**config.mk**
```make
export PLATFORM = sky130hd
export DESIGN_NAME = loopback_pipe
export DESIGN_NICKNAME = d
export VERILOG_FILES = /design/src/rtl/loopback_pkg.sv /design/src/rtl/loopback_fifo.sv /design/src/rtl/loopback_pipe.sv
export SDC_FILE = /design/constraint.sdc
export NUM_CORES = 1
export LEC_CHECK = 0
export ABC_AREA = 1
export CORE_UTILIZATION = 60
export CTS_BUF_LIST = sky130_fd_sc_hd__clkbuf_4 sky130_fd_sc_hd__clkbuf_8
export CTS_CLUSTER_SIZE = 25
export DETAILED_ROUTE_END_ITERATION = 10
export MAX_ROUTING_LAYER = met4
export PLACE_DENSITY = 0.81
export RECOVER_POWER = 25
export SLEW_MARGIN = 20
export SYNTH_ARGS = -nofsm -noshare
export SYNTH_HDL_FRONTEND = slang
export SYNTH_HIERARCHICAL = 1
export SYNTH_SLANG_ARGS = --single-unit
```
**constraint.sdc**
```tcl
create_clock -name clock -period 2.6 [get_ports clock]
set_input_delay 0.26 -clock clock [delete_from_list [all_inputs] [get_ports clock]]
set_output_delay 0.26 -clock clock [all_outputs]
set_load 0.05 [all_outputs]
```
**src/rtl/loopback_pkg.sv**
```systemverilog
// Shared types and the per-call transform for the loopback pipe.
//   mode_t    : 2-bit transform select carried with each call
//   lb_xform  : applies a transform to a value of up to LB_MAX_W bits; callers
//               zero-extend their operands and truncate the result back to
//               their own width, so only the rotate needs the real width.
package loopback_pkg;

  typedef enum logic [1:0] {
    MODE_PASS = 2'd0,
    MODE_ADD  = 2'd1,
    MODE_INV  = 2'd2,
    MODE_ROL  = 2'd3
  } mode_t;

  // Widest data path the shared transform supports.
  localparam int unsigned LB_MAX_W = 64;

  function automatic logic [LB_MAX_W-1:0] lb_xform(
    input mode_t                mode,
    input logic [LB_MAX_W-1:0]  idx,
    input logic [LB_MAX_W-1:0]  offset,
    input int unsigned          width
  );
    logic [LB_MAX_W-1:0] r;
    r = idx;
    case (mode)
      MODE_PASS: r = idx;
      MODE_ADD:  r = idx + offset;
      MODE_INV:  r = ~idx;
      // idx is zero-extended, so the MSB shifted out lands above the caller's
      // width (dropped by truncation) and the right shift brings it to bit 0.
      MODE_ROL:  r = (idx << 1) | (idx >> (width - 1));
    endcase
    return r;
  endfunction

endpackage

```
**src/rtl/loopback_fifo.sv**
```systemverilog
// First-word-fall-through synchronous FIFO, DEPTH entries, any DEPTH >= 1.
//   clk, rst_n : clock, asynchronous active-low reset
//   push/wdata : write one entry (must not be full)
//   pop        : discard the head entry (must not be empty)
//   rdata      : head entry, reads 0 while empty
//   empty/full : occupancy flags
//   count      : number of stored entries, 0..DEPTH
module loopback_fifo #(
  parameter int unsigned WIDTH = 32,
  parameter int unsigned DEPTH = 4
) (
  input  logic                         clk,
  input  logic                         rst_n,
  input  logic                         push,
  input  logic [WIDTH-1:0]             wdata,
  input  logic                         pop,
  output logic [WIDTH-1:0]             rdata,
  output logic                         empty,
  output logic                         full,
  output logic [$clog2(DEPTH+1)-1:0]   count
);

  localparam int unsigned   PW   = (DEPTH > 1) ? $clog2(DEPTH) : 1;
  localparam int unsigned   CW   = $clog2(DEPTH+1);
  localparam logic [PW-1:0] LAST = PW'(DEPTH - 1);

  logic [WIDTH-1:0] mem [DEPTH];
  logic [PW-1:0]    wr_ptr;
  logic [PW-1:0]    rd_ptr;

  // Explicit wrap so DEPTH need not be a power of two.
  function automatic logic [PW-1:0] bump(input logic [PW-1:0] p);
    return (p == LAST) ? '0 : p + PW'(1);
  endfunction

  // NOTE: state registers use non-blocking assignments so every flop samples
  // the pre-edge values, independent of statement order.
  always_ff @(posedge clk or negedge rst_n) begin
    if (!rst_n) begin
      wr_ptr <= '0;
      rd_ptr <= '0;
      count  <= '0;
    end else begin
      if (push) wr_ptr <= bump(wr_ptr);
      if (pop)  rd_ptr <= bump(rd_ptr);
      case ({push, pop})
        2'b10:   count <= count + CW'(1);
        2'b01:   count <= count - CW'(1);
        default: ;
      endcase
    end
  end

  // NOTE: the storage array has no reset; entries are only read once count
  // says they were written, so resetting them would only cost flops.
  always_ff @(posedge clk) begin
    if (push) mem[wr_ptr] <= wdata;
  end

  assign empty = (count == '0);
  assign full  = (count == CW'(DEPTH));
  assign rdata = empty ? '0 : mem[rd_ptr];

  a_no_overflow:  assert property (@(posedge clk) disable iff (!rst_n) !(push && full));
  a_no_underflow: assert property (@(posedge clk) disable iff (!rst_n) !(pop && empty));

endmodule

```
**src/rtl/loopback_pipe.sv**
```systemverilog
// Pipelined loopback probe between an HLS call and return interface.
// Calls (start/idx/mode) are accepted every cycle while credits remain, the
// transform is applied in stage 1, stages 2..LATENCY only delay, and results
// leave in order through a FWFT FIFO. The credit counter covers both the
// pipeline and the FIFO, so the pipeline never has to stall.
//   clock, resetn : clock, asynchronous active-low reset
//   start, idx    : call valid and data; mode selects the transform
//   busy          : call stall; a call is accepted iff start && !busy
//   done          : return valid (FIFO not empty); returndata is the head
//   stall         : return stall; head popped iff done && !stall
//   idle          : no calls outstanding
// WIDTH must not exceed loopback_pkg::LB_MAX_W.
module loopback_pipe
  import loopback_pkg::*;
#(
  parameter int unsigned WIDTH   = 32,
  parameter int unsigned LATENCY = 2,
  parameter int unsigned DEPTH   = 4,
  parameter int unsigned OFFSET  = 1
) (
  input  logic             clock,
  input  logic             resetn,
  input  logic             start,
  input  logic [WIDTH-1:0] idx,
  input  logic [1:0]       mode,
  output logic             busy,
  output logic             done,
  input  logic             stall,
  output logic [WIDTH-1:0] returndata,
  output logic             idle
);

  localparam int unsigned CW = $clog2(DEPTH+1);

  logic [CW-1:0]                  cnt_q;
  logic [CW-1:0]                  cnt_d;
  logic                           accept;
  logic                           pop;
  logic                           push;
  logic [WIDTH-1:0]               stage_in;
  logic [LATENCY-1:0]             valid_q;
  logic [LATENCY-1:0][WIDTH-1:0]  data_q;
  logic                           fifo_empty;
  logic                           fifo_full;
  logic [CW-1:0]                  fifo_count;

  // busy comes from the registered count only, so a pop frees its slot one
  // cycle later and there is no combinational path from stall to busy.
  assign busy   = (cnt_q == CW'(DEPTH));
  assign idle   = (cnt_q == '0);
  assign accept = start && !busy;
  assign done   = !fifo_empty;
  assign pop    = done && !stall;
  assign push   = valid_q[LATENCY-1];

  always_comb begin
    // NOTE: cnt_d gets its default before any branch, so no path leaves it
    // unassigned and no latch is inferred.
    cnt_d = cnt_q;
    case ({accept, pop})
      2'b10:   cnt_d = cnt_q + CW'(1);
      2'b01:   cnt_d = cnt_q - CW'(1);
      default: ;
    endcase
  end

  always_ff @(posedge clock or negedge resetn) begin
    if (!resetn) cnt_q <= '0;
    else         cnt_q <= cnt_d;
  end

  assign stage_in = WIDTH'(lb_xform(mode_t'(mode), LB_MAX_W'(idx), LB_MAX_W'(OFFSET), WIDTH));

  // Stage 1 captures the transformed value; later stages are a plain shift.
  // The valid bits are reset so a call in flight at reset is dropped.
  if (LATENCY == 1) begin : g_lat1
    always_ff @(posedge clock or negedge resetn) begin
      if (!resetn) valid_q <= '0;
      else         valid_q <= accept;
    end
    always_ff @(posedge clock) begin
      data_q <= stage_in;
    end
  end else begin : g_latn
    always_ff @(posedge clock or negedge resetn) begin
      if (!resetn) valid_q <= '0;
      else         valid_q <= {valid_q[LATENCY-2:0], accept};
    end
    always_ff @(posedge clock) begin
      data_q <= {data_q[LATENCY-2:0], stage_in};
    end
  end

  loopback_fifo #(
    .WIDTH (WIDTH),
    .DEPTH (DEPTH)
  ) u_fifo (
    .clk   (clock),
    .rst_n (resetn),
    .push  (push),
    .wdata (data_q[LATENCY-1]),
    .pop   (pop),
    .rdata (returndata),
    .empty (fifo_empty),
    .full  (fifo_full),
    .count (fifo_count)
  );

  a_cnt_range:    assert property (@(posedge clock) disable iff (!resetn) cnt_q <= CW'(DEPTH));
  a_credit_cover: assert property (@(posedge clock) disable iff (!resetn) cnt_q >= fifo_count);
  a_full_busy:    assert property (@(posedge clock) disable iff (!resetn) fifo_full |-> busy);

endmodule

```
==> flow_summary.yaml <==
outcome:
  status: "complete, no violations"
setup_path:
  slowest_delay_ns: 0.56
  crit_chain: "inv_2 -> buf_12 -> nand2_1 -> nand3_1 -> a21oi_1 -> buf_12"
  required_ns: 2.34
  crit_end: "returndata[14]"
  startpoint: "u_fifo/rd_ptr[0]"
  rrSetupSlack_ns: 0.47
  criticalPathCategory: "register to primary output"
  reg2reg_depth: 10
  worst-path-stages: 6
  startpoint_type: "register"
  cpMaxStageDelayCell: "dfrtp_4"
  r2r-end: "u_fifo/count[2]"
  worstPathArrival_ns: 2.26
  path_common_cell: "buf_12"
  crit_fanout: 50
  end_kind: "primary output"
  crit_family: "buffers and inverters"
  path_buf_inv: 3
  r2r-start: "u_fifo/count[0]"
drt:
  first_iter_violations: 577
  antenna_left: 0
  num_vias: 6899
  drc: 0
  drtPass1Iterations: 7
  drt-total-wl_microns: 19600
  wire_per_inst_microns: 15.1
  via_per_inst: 5.33
placed_design:
  gp_congestion: 0.917
  portBuffers: 72
  dp_cells: 1242
  place_hpwl_microns: 12400
  place_ws_ns: 0.354
finish:
  syn2layout_area_growth_pct: 19.8
  finalNonFillerCells: 1294
  drive_above_1_share_pct: 12.3
  antenna-diode-count: 0
  nets: 1138
synthesis:
  syn_nets: 1055
  synth_area_sq_mm: 0.00910
  syn_avg_cell_area_sq_um: 9.05
  synth_warnings: 6
  synth_cells: 1006
floorplan:
  initial_utilization_pct: 62.2
  die_w_microns: 125
  core_sq_mm: 0.0146
  die-area_sq_mm: 0.0157
  die_h_microns: 125
  boundaryPins: 73
  floorplan.rows: 44
timing:
  drv_slew: 0
  worst_slew_pin_slew_ns: 0.626
  fmaxAchievable_mhz: 397
  hold_ws_ns: 0.183
  setup_viol: 0
  setup_slack_ns: 0.0831
  relSlewSlack_pct: 58.2
  finClkSkew_ns: 0.0140
  period_share_pct: 96.8
  rsz0062_at_grt: "no"
  tns_ns: 0
  finalHoldViolCount: 0
  fin_crit_ns: 2.52
global_route:
  grt_pass1_wl_microns: 31900
  track_usage_pct: 26.8
  grt_max_degree: 53
  first_global_vias: 6596
  gr-total-overflow: 0
  antenna_found_initial: 0
cts:
  clk_latency_ns: 0.54
  cts_buffers: 29
  cts_root_buffer: "clkbuf_8"
  h-tree-depth: 1
  cts.path.max_buffers: 3
  clkSlewWorstSetupHoldPaths_ns: 0.07
  post_cts_hold_buffer_count: 0
  cts_tree: "yes"
  clock-sinks: 204
pwr:
  cellPowerDensity_mw_per_mm2: 1210
  p_leak_nw: 4.77
  ir_drop_uv: 912
hold_path:
  hp-class: "input port to asynchronous set/reset pin"
job:
  maxCapViolations: 0
## flip-flops by register name, indices dropped and copies added (netlist names)
register / flops
u_fifo/rd_ptr: 2
data_q: 64
u_fifo/mem: 128
u_fifo/wr_ptr: 2
u_fifo/count: 3
cnt_q: 3
valid_q: 2
## through the flow
| step | instance area, sq um | utilization [%] | power, mW |
|---|---|---|---|
| after floorplan | 9100 | - | 7.95 |
| after global routing | 10900 | 74.5 | 13.8 |
| after global placement | 10300 | 70.4 | 10.6 |
| after detailed placement | 10300 | 70.4 | 10.7 |
| final | 10900 | 74.5 | 13.2 |
| after CTS | 10900 | 74.4 | 13.3 |
## layer usage
metal | wire [microns] | GRT usage [%] | vias to the layer above
met5 | 0 | - | -
met4 | 634 | 12.2 | 0
met3 | 1450 | 3.08 | 59
met2 | 9760 | 45.8 | 341
met1 | 7750 | 32.1 | 3124
li1 | - | - | 3375
## placed cells by master (no fill, tap or decap), drive strengths merged, types with 2 or more instances in the layout
master,instances
a21oi,40
a31oi,3
buf,48
clkbuf,47
clkdlybuf4s50,38
clkinv,32
dfrtp,12
dfxtp,64
edfxtp,128
fa,2
ha,9
inv,176
nand2,275
nand3,122
nand3b,2
nand4,6
nor2,49
o2111ai,4
o21ai,21
o22ai,20
or2,2
xnor2,2
## layout make-up
class                      instances  area [sq um]
clock inverter                     5          47.5
multi-input combinational        563          2710
timing repair buffer              87          1180
inverter                         204           771
fill                             983          3740
sequential                       204          5430
clock buffer                      47           541
tap                              184           230
## what timing repair did
| item | CTS | global route |
|---|---|---|
| buffers inserted | 0 | 0 |
| setup endpoints to repair | 0 | 8 |
| resized for setup | 0 | 2 |
| endpoints found under the hold margin | 0 | 0 |
## worst min-delay path by stage
stage                    start         endpoint  slack [ns]  cells past startpoint
global route            resetn         cnt_q[1]        0.20                      1
detailed placement  data_q[27]       data_q[59]        0.31                      0
floorplan               resetn         cnt_q[0]       -0.04                      0
global placement    data_q[12]       data_q[44]        0.31                      0
finish                  resetn  u_fifo/count[2]        0.18                      1
CTS                     resetn  u_fifo/count[2]        0.11                      1
## power breakdown
| group | internal (mW) | switching [mW] | total [mW] |
|---|---|---|---|
| Combinational | 2.45 | 3.84 | 6.29 |
| Clock | 1.41 | 1.09 | 2.49 |
| Sequential | 4.14 | 0.297 | 4.43 |
| Total | 8.00 | 5.22 | 13.2 |
(Power assumes the default switching activity.)
